**config.mk**
```make
export PLATFORM = sky130hd
export DESIGN_NAME = weights_bram_ctrl
export DESIGN_NICKNAME = d
export VERILOG_FILES = /design/src/rtl/weights_ctrl_pkg.sv /design/src/rtl/weights_bram_ctrl_valid_pipe.sv /design/src/rtl/weights_bram_ctrl.sv
export SDC_FILE = /design/constraint.sdc
export NUM_CORES = 1
export LEC_CHECK = 0
export ABC_AREA = 1
export CAP_MARGIN = 20
export CORE_UTILIZATION = 46
export DETAILED_ROUTE_END_ITERATION = 7
export GPL_TIMING_DRIVEN = 1
export PLACE_DENSITY_LB_ADDON = 0.08
export SYNTH_ARGS = -nofsm -noshare
export SYNTH_HDL_FRONTEND = slang
export SYNTH_HIERARCHICAL = 1
export SYNTH_SLANG_ARGS = --single-unit
```
**constraint.sdc**
```tcl
create_clock -name clk -period 1.6 [get_ports clk]
set_input_delay 0.32 -clock clk [delete_from_list [all_inputs] [get_ports clk]]
set_output_delay 0.32 -clock clk [all_outputs]
set_load 0.01 [all_outputs]
```
**src/rtl/weights_ctrl_pkg.sv**
```systemverilog
// Shared types for the weights BRAM controller: FSM states and the
// {valid,last} sideband entry carried alongside the BRAM read latency.
package weights_ctrl_pkg;

  typedef enum logic [2:0] {
    IDLE  = 3'd0,
    CLEAR = 3'd1,
    FILL  = 3'd2,
    READ  = 3'd3,
    DRAIN = 3'd4
  } state_e;

  typedef struct packed {
    logic valid;
    logic last;
  } pipe_entry_t;

endpackage

```
**src/rtl/weights_bram_ctrl_valid_pipe.sv**
```systemverilog
// Enable-gated {valid,last} shift register that tracks words in flight
// through the BRAM read latency.
module valid_pipe
  import weights_ctrl_pkg::*;
#(
  parameter int unsigned DEPTH = 3
) (
  input  logic        clk,
  input  logic        rst,
  input  logic        en,
  input  pipe_entry_t din,
  output pipe_entry_t dout,
  output logic        busy
);

  pipe_entry_t stages [DEPTH];

  always_ff @(posedge clk or posedge rst) begin
    if (rst) begin
      for (int i = 0; i < int'(DEPTH); i++) begin
        stages[i] <= '0;
      end
    end else if (en) begin
      stages[0] <= din;
      for (int i = 1; i < int'(DEPTH); i++) begin
        stages[i] <= stages[i-1];
      end
    end
  end

  assign dout = stages[DEPTH-1];

  // Valid entries still upstream of the output stage.
  always_comb begin
    busy = 1'b0;
    for (int i = 0; i < int'(DEPTH) - 1; i++) begin
      busy = busy | stages[i].valid;
    end
  end

endmodule

```
**src/rtl/weights_bram_ctrl.sv**
```systemverilog
// Weights path controller in front of cyclic_bram: fills one block from the
// input stream, then issues cyclic reads for a configured number of passes.
module weights_bram_ctrl
  import weights_ctrl_pkg::*;
#(
  parameter  int unsigned W_DATA_WIDTH = 8,
  parameter  int unsigned R_DEPTH      = 8,
  parameter  int unsigned W_DEPTH      = 8,
  parameter  int unsigned LATENCY      = 3,
  parameter  int unsigned REPS_WIDTH   = 8,
  localparam int unsigned R_ADDR_WIDTH = $clog2(R_DEPTH),
  localparam int unsigned W_ADDR_WIDTH = $clog2(W_DEPTH)
) (
  input  logic                    clk,
  input  logic                    rst,
  input  logic                    cfg_valid,
  output logic                    cfg_ready,
  input  logic [R_ADDR_WIDTH-1:0] cfg_r_addr_min,
  input  logic [R_ADDR_WIDTH-1:0] cfg_r_addr_max,
  input  logic [REPS_WIDTH-1:0]   cfg_reps,
  input  logic                    s_valid,
  output logic                    s_ready,
  input  logic [W_DATA_WIDTH-1:0] s_data,
  input  logic                    s_last,
  input  logic                    m_ready,
  output logic                    m_valid,
  output logic                    m_last,
  output logic                    bram_clken,
  output logic                    bram_resetn_local,
  output logic                    bram_w_en,
  output logic                    bram_r_en,
  output logic [W_DATA_WIDTH-1:0] bram_s_data,
  output logic [R_ADDR_WIDTH-1:0] bram_r_addr_min,
  output logic [R_ADDR_WIDTH-1:0] bram_r_addr_max,
  output logic                    err_overflow
);

  // One extra bit so the beat counter can hold W_DEPTH itself.
  localparam int unsigned W_CNT_WIDTH = W_ADDR_WIDTH + 1;

  state_e                  state;
  state_e                  state_nxt;
  logic [R_ADDR_WIDTH-1:0] r_cnt;
  logic [REPS_WIDTH-1:0]   reps_q;
  logic [REPS_WIDTH-1:0]   pass_q;
  logic [W_CNT_WIDTH-1:0]  w_cnt;
  logic                    cfg_fire;
  logic                    s_fire;
  logic                    rd_issue;
  logic                    rd_last;
  logic                    last_accept;
  logic                    pipe_busy;
  pipe_entry_t             pipe_in;
  pipe_entry_t             pipe_out;

  assign cfg_fire    = cfg_valid && cfg_ready;
  assign s_fire      = s_valid && s_ready;
  assign rd_issue    = bram_r_en;
  assign rd_last     = (r_cnt == bram_r_addr_max) &&
                       (pass_q == reps_q - REPS_WIDTH'(1));
  assign last_accept = m_valid && m_ready && m_last;

  // A stalled output word freezes the BRAM, read counters and sideband pipe.
  assign bram_clken  = !m_valid || m_ready;
  assign bram_s_data = s_data;

  always_ff @(posedge clk or posedge rst) begin
    if (rst) begin
      state <= IDLE;
    end else begin
      state <= state_nxt;
    end
  end

  always_comb begin
    state_nxt = state;
    case (state)
      IDLE:    if (cfg_fire) state_nxt = CLEAR;
      CLEAR:   state_nxt = FILL;
      FILL:    if (s_fire && s_last) state_nxt = READ;
      READ:    if (rd_issue && rd_last) state_nxt = DRAIN;
      DRAIN:   if (last_accept && !pipe_busy) state_nxt = IDLE;
      default: state_nxt = IDLE;
    endcase
  end

  always_comb begin
    cfg_ready         = 1'b0;
    s_ready           = 1'b0;
    bram_w_en         = 1'b0;
    bram_r_en         = 1'b0;
    bram_resetn_local = 1'b1;
    case (state)
      IDLE:    cfg_ready = 1'b1;
      CLEAR:   bram_resetn_local = 1'b0;
      FILL: begin
        s_ready   = 1'b1;
        bram_w_en = s_valid;
      end
      READ:    bram_r_en = bram_clken;
      default: ;
    endcase
  end

  // Configuration capture; reps of zero runs a single pass.
  always_ff @(posedge clk or posedge rst) begin
    if (rst) begin
      bram_r_addr_min <= '0;
      bram_r_addr_max <= '0;
      reps_q          <= '0;
    end else if (cfg_fire) begin
      bram_r_addr_min <= cfg_r_addr_min;
      bram_r_addr_max <= cfg_r_addr_max;
      reps_q          <= (cfg_reps == '0) ? REPS_WIDTH'(1) : cfg_reps;
    end
  end

  // Write beat count; beats past W_DEPTH still write but raise the sticky flag.
  always_ff @(posedge clk or posedge rst) begin
    if (rst) begin
      w_cnt        <= '0;
      err_overflow <= 1'b0;
    end else if (cfg_fire) begin
      w_cnt        <= '0;
      err_overflow <= 1'b0;
    end else if (s_fire) begin
      if (w_cnt == W_CNT_WIDTH'(W_DEPTH)) begin
        err_overflow <= 1'b1;
      end else begin
        w_cnt <= w_cnt + W_CNT_WIDTH'(1);
      end
    end
  end

  // Mirror of the BRAM read address and the completed-pass count.
  always_ff @(posedge clk or posedge rst) begin
    if (rst) begin
      r_cnt  <= '0;
      pass_q <= '0;
    end else if (cfg_fire) begin
      r_cnt  <= cfg_r_addr_min;
      pass_q <= '0;
    end else if (rd_issue) begin
      if (r_cnt == bram_r_addr_max) begin
        r_cnt  <= bram_r_addr_min;
        pass_q <= pass_q + REPS_WIDTH'(1);
      end else begin
        r_cnt <= r_cnt + R_ADDR_WIDTH'(1);
      end
    end
  end

  assign pipe_in = '{valid: rd_issue, last: rd_issue && rd_last};

  valid_pipe #(
    .DEPTH (LATENCY)
  ) u_valid_pipe (
    .clk  (clk),
    .rst  (rst),
    .en   (bram_clken),
    .din  (pipe_in),
    .dout (pipe_out),
    .busy (pipe_busy)
  );

  assign m_valid = pipe_out.valid;
  assign m_last  = pipe_out.last;

endmodule

```
## Word-level counts from Yosys, hierarchy flattened

Index checks and enable logic that the tools add are counted.

| cells by class | value |
|---|---|
| $add $sub $neg | 4 |
| equal/unequal tests | 12 |
| multiplexer cells | 23 |
| bitwise gates (word level) | 1 |
| reductions and logical operators | 21 |

Operator list:

| operator | number |
|---|---|
| $mux W8 | 4 |
| $mux W3 | 7 |
| $pmux W3 S5 | 1 |
| $mux W4 | 3 |
| $add A8 B1 Y8 const B | 1 |
| $eq A8 B8 Y1 | 1 |
| $logic_and A1 B1 Y1 | 8 |
| $logic_not A8 Y1 | 1 |
| $mux W1 | 8 |
| $ne A2 B2 Y1 const B | 4 |
| $reduce_bool A2 Y1 | 4 |
| $sub A8 B1 Y8 const B | 1 |
| $eq A3 B2 Y1 const B | 2 |
| $reduce_and A2 Y1 | 3 |
| $add A4 B1 Y4 const B | 1 |
| $eq A4 B4 Y1 const B | 1 |
| $reduce_and A4 Y1 | 1 |
| $add A3 B1 Y3 const B | 1 |
| $eq A3 B1 Y1 const B | 1 |
| $eq A3 B3 Y1 | 1 |
| $eq A3 B3 Y1 const B | 1 |
| $logic_not A3 Y1 | 1 |
| $logic_not A1 Y1 | 2 |
| $ne A2 B1 Y1 const B | 1 |
| 2 further kinds | 2 |

| word-level totals | value |
|---|---|
| register bits | 39 |
| input port bits | 28 |
| output and inout bits | 23 |
| word-level logic and storage cells | 75 |

## Depth between registers and ports, before layout

Gate-level depths: netlist (run 1).

| depth | value |
|---|---|
| depth in word-level cells | 6 |
| gate-level depth with buffers | 14 |
| mapped depth without buffers | 14 |

## By module

Netlist (run 1), hierarchy kept.

Modules (own cells, without submodules):

| module | times used | cells each | area each (µm²) | sequential area each (µm²) |
|---|---|---|---|---|
| weights_bram_ctrl | 1 | 291 | 2043.2 | 825.8 |
| valid_pipe | 1 | 29 | 246.5 | 150.1 |

## Worst setup path after synthesis (run 1)

No wires, ideal clock.

| timing path | value |
|---|---|
| path type | reg2reg |
| from | register state[0] |
| to | register w_cnt[2] |
| arrival time | 1.434 ns |
| path slack | 0.042 ns |
| cell stages (with the launch flop) | 11 |
| clock period less this slack | 1.558 ns |
| cell sequence | dfrtp_1 -> nor2_1 -> inv_2 -> nor2_1 -> inv_2 -> nor2_2 -> nand2_1 -> clkinv_1 -> nand2_1 -> o21ai_1 -> a21oi_1 |

| between the ends | value |
|---|---|
| word-level cells in the longest chain between the ends | 5 |
| elaborated cells on any way between the ends | 10 |
| those cells by class | 2 x eq/ne; 3 x mux; 5 x reduce/logical |

Ends and longest elaborated chain:

| element | line | text |
|---|---|---|
| from (decl) | weights_bram_ctrl.sv:41 | `state_e state;` |
| from (signal assigned) | weights_bram_ctrl.sv:71 | `state <= state_nxt;` |
| $eq A3 B2 Y1 | weights_bram_ctrl.sv:93 | `case (state)` |
| $mux W1 | weights_bram_ctrl.sv:93 |  |
| via s_ready | weights_bram_ctrl.sv:22 | `output logic s_ready,` |
| $logic_and A1 B1 Y1 | weights_bram_ctrl.sv:57 | `assign s_fire = s_valid && s_ready;` |
| $reduce_bool A2 Y1 (no line) | - |  |
| $reduce_and A2 Y1 (no line) | - |  |
| to (signal assigned) | weights_bram_ctrl.sv:130 | `w_cnt <= w_cnt + W_CNT_WIDTH'(1);` |
| to (decl) | weights_bram_ctrl.sv:46 | `logic [W_CNT_WIDTH-1:0] w_cnt;` |

The timed path passes the listed nets, and every way through them passes these cells.
A chain may end at the register's enable or synchronous reset.

## Final worst setup path (run 1)

| timing path | value |
|---|---|
| from | register reps_q[1] |
| to | register state[1] |

| between the ends | value |
|---|---|
| word-level cells in the longest chain between the ends | 6 |

Ends and longest elaborated chain:

| element | line | text |
|---|---|---|
| from (decl) | weights_bram_ctrl.sv:44 | `logic [REPS_WIDTH-1:0] reps_q;` |
| from (signal assigned) | weights_bram_ctrl.sv:114 | `reps_q <= (cfg_reps == '0) ? REPS_WIDTH'(1) : cfg_reps;` |
| $sub A8 B1 Y8 | weights_bram_ctrl.sv:60 | `(pass_q == reps_q - REPS_WIDTH'(1));` |
| $eq A8 B8 Y1 | weights_bram_ctrl.sv:60 |  |
| $logic_and A1 B1 Y1 | weights_bram_ctrl.sv:59 | `assign rd_last = (r_cnt == bram_r_addr_max) &&` |
| $logic_and A1 B1 Y1 | weights_bram_ctrl.sv:81 | `READ: if (rd_issue && rd_last) state_nxt = DRAIN;` |
| $ne A2 B1 Y1 (no line) | - |  |
| $reduce_and A4 Y1 (no line) | - |  |

Every way passes these cells.

==> flow_summary.yaml, run 1 <==
route:
  via_count: 2124
  detail_route.vias_per_cell: 4.71
  dr.pass1.iters: 4
  ant_nets: 0
  drc: 0
  drt_iter0_drc: 93
  wl_mm: 5.13
  wl_per_cell_microns: 11.4
critical_path:
  path_class: "register to register"
  end_kind: "register"
  start_kind: "register"
  required_ps: 1780
  worstPathMaxFanout: 4
  arrival_ps: 1860
place:
  dp_slack_ps: -363
  routabilityCongestion: 0.814
  placedCellCount: 441
  hpwl_mm: 3.73
  port-buffer-count: 34
timing:
  maxSlewViolCount: 0
  worst_pin_slew_ps: 296
  setup_viol: 3
  hold_viol: 0
  finalCritPeriodShare: 1.05
  fin_crit_ps: 1680
  fin_ws_ps: -80.2
  skew_ps: 5.47
  setup_tns_ps: -133
  grt_setup_unrepaired: "yes"
  slew_headroom: 0.801
  fmaxAchievable_mhz: 595
pwr:
  p_leak_nw: 1.67
  p_per_area_nw_per_um2: 1710
  peakVddDrop_mv: 1.05
run_status:
  violations: "negative setup slack"
  status: "finished, violations left"
floorplanning:
  initial_utilization: 0.482
  num_rows: 25
  io_pins: 51
  core_area_sq_um: 4750
  fp.dieW_microns: 72.6
  dieArea_sq_um: 5260
  dieHeight_microns: 72.6
clock_tree:
  clockRootBuffer: "clkbuf_8"
  clockBufferDepth: 2
  clkLatencyLatePin_ps: 290
  cts_tree: "yes"
  clk_pin_slew_ps: 80
  clock-sinks: 39
  holdBufCountCts: 0
  htree_levels: 2
  cts_inserted_buffers: 5
synth:
  yosysUniqueCellTypes: 29
  avgSynthCellArea_sq_um: 7.16
  syn_inst: 320
  synth_warnings: 6
  ys_seq_area_frac: 0.426
  synth_nets: 353
  syn_area_sq_um: 2290
  synth_seq_cells: 39
finish:
  area_growth_pct: 39.4
  fin_nets: 416
  final_common_cell: "nand2_1"
  antenna_cells: 0
  fin_cells: 451
  finish.utilization: 0.671
  layout_common_cells: "nand2_1 (93), inv_1 (41), dfrtp_1 (39)"
  layout-drive-gt1-share: 0.242
global_route:
  antenna_found_initial: 0
  grt_pass1_wl_mm: 8.39
  grt_max_degree: 34
  track_usage: 0.205
  grt_pass1_vias: 1956
  overflow: 0
job:
  maxCapViolCount: 0
hold_path:
  min_path_type: "input port to async pin"
[power by group]
group / internal (W) / total, W / switching (W)
registers: 0.00131 / 0.00161 / 0.000302
clock network: 0.000505 / 0.000843 / 0.000339
logic: 0.00142 / 0.00301 / 0.00159
total: 0.00323 / 0.00546 / 0.00223
[worst paths after layout]
| check | depth (start not counted) | endpoint | start | slack [ps] |
|---|---|---|---|---|
| max | 13 | state[1] | reps_q[1] | -80 |
| min | 2 | u_valid_pipe/dout[0] | rst | 280 |
| max reg2reg | 13 | state[1] | reps_q[1] | -80 |
| min reg2reg | 2 | u_valid_pipe/stages[4] | u_valid_pipe/stages[4] | 470 |
| max in group asynchronous | 3 | state[0] | rst | 1000 |
| min in group clk | 2 | u_valid_pipe/stages[4] | u_valid_pipe/stages[4] | 470 |
[final cells by class]
class,count,area (sq um)
multi-input combinational,213,1170
timing repair buffer,70,637
clock inverter,2,35.0
sequential,39,976
clock buffer,6,82.6
tap,67,83.8
fill,418,1560
inverter,54,208
[sequential cells by signal, indices dropped and copies added (netlist names)]
signal,count
w_cnt,4
bram_r_addr_min,3
r_cnt,3
bram_r_addr_max,3
err_overflow,1
u_valid_pipe/dout,2
u_valid_pipe/stages,4
reps_q,8
state,3
pass_q,8
[critical path, cell delays in order (launching register included)]
cell,delay [ps]
dfrtp_1,390
inv_2,60
ha_4,270
inv_2,40
nand2_2,60
nand2_2,50
nor2_2,90
nand3_1,90
nor2_1,100
nand4_1,140
nand2_2,120
nand3_2,60
nand2_1,60
nand2_1,50
[metal layers]
layer  share of wire  track usage  wire length (microns)  vias to the layer above
met5               0            0                      0                        -
met4           0.015       0.0610                     78                        0
met3           0.032       0.0444                    163                        8
met2            0.47        0.333                   2410                       37
met1            0.48        0.275                   2470                      968
li1                -            -                      -                     1111
[synthesized netlist by cell type]
cell / number / area, sq um
o21ai_0: 11 / 55.1
a21oi_1: 8 / 40.0
nor4_1: 2 / 12.5
buf_2: 3 / 15.0
xor2_1: 4 / 35.0
a211oi_1: 1 / 7.51
nor2_2: 5 / 31.3
or2_2: 1 / 6.26
nor3_2: 2 / 20.0
buf_1: 1 / 3.75
nand2_2: 1 / 6.26
clkinv_1: 1 / 3.75
ha_1: 5 / 62.6
nand3_2: 2 / 20.0
nor3_1: 5 / 25.0
o2111ai_1: 1 / 8.76
o22ai_1: 1 / 6.26
inv_1: 45 / 169
xnor2_1: 3 / 26.3
o21ai_1: 14 / 70.1
nand2_1: 100 / 375
and3_1: 1 / 6.26
o211a_1: 1 / 10.0
dfrtp_1: 39 / 976
inv_2: 8 / 30.0
nor2_1: 29 / 109
nand4_1: 3 / 18.8
nand3_1: 13 / 65.1
buf_4: 10 / 75.1
[logic make-up after synthesis]
family,count (synthesis),synth area share
xor+xnor,7,0.0268
fa+ha+maj,5,0.0273
flops,39,0.426
buf+inv,68,0.130
simple gates,164,0.304
compound gates,37,0.0863
[through the flow]
stage | power [W] | hold slack, ps | cell area [sq um]
5_1_grt | 0.00594 | 297 | 3190
2_1_floorplan | 0.00310 | 111 | 2290
3_5_place_dp | 0.00418 | 459 | 2890
6_report | 0.00546 | 276 | 3190
4_1_cts | 0.00516 | 283 | 3070
3_3_place_gp | 0.00414 | 456 | 2890
[what timing repair did]
action,CTS,global route
resized for setup,35,40
setup endpoints to repair,16,23
pin swaps,12,15
setup buffers,3,1
(Power assumes the default switching activity.)
==> inputs of run 2 (changes only) <==
--- a/config.mk
+++ b/config.mk
@@ -6,7 +6,6 @@
 export NUM_CORES = 1
 export LEC_CHECK = 0
 export ABC_AREA = 1
-export CAP_MARGIN = 20
 export CORE_UTILIZATION = 46
 export DETAILED_ROUTE_END_ITERATION = 7
 export GPL_TIMING_DRIVEN = 1
==> results of run 2 <==
Same layout as run 1: the final DEF is identical, and so are final timing and power.
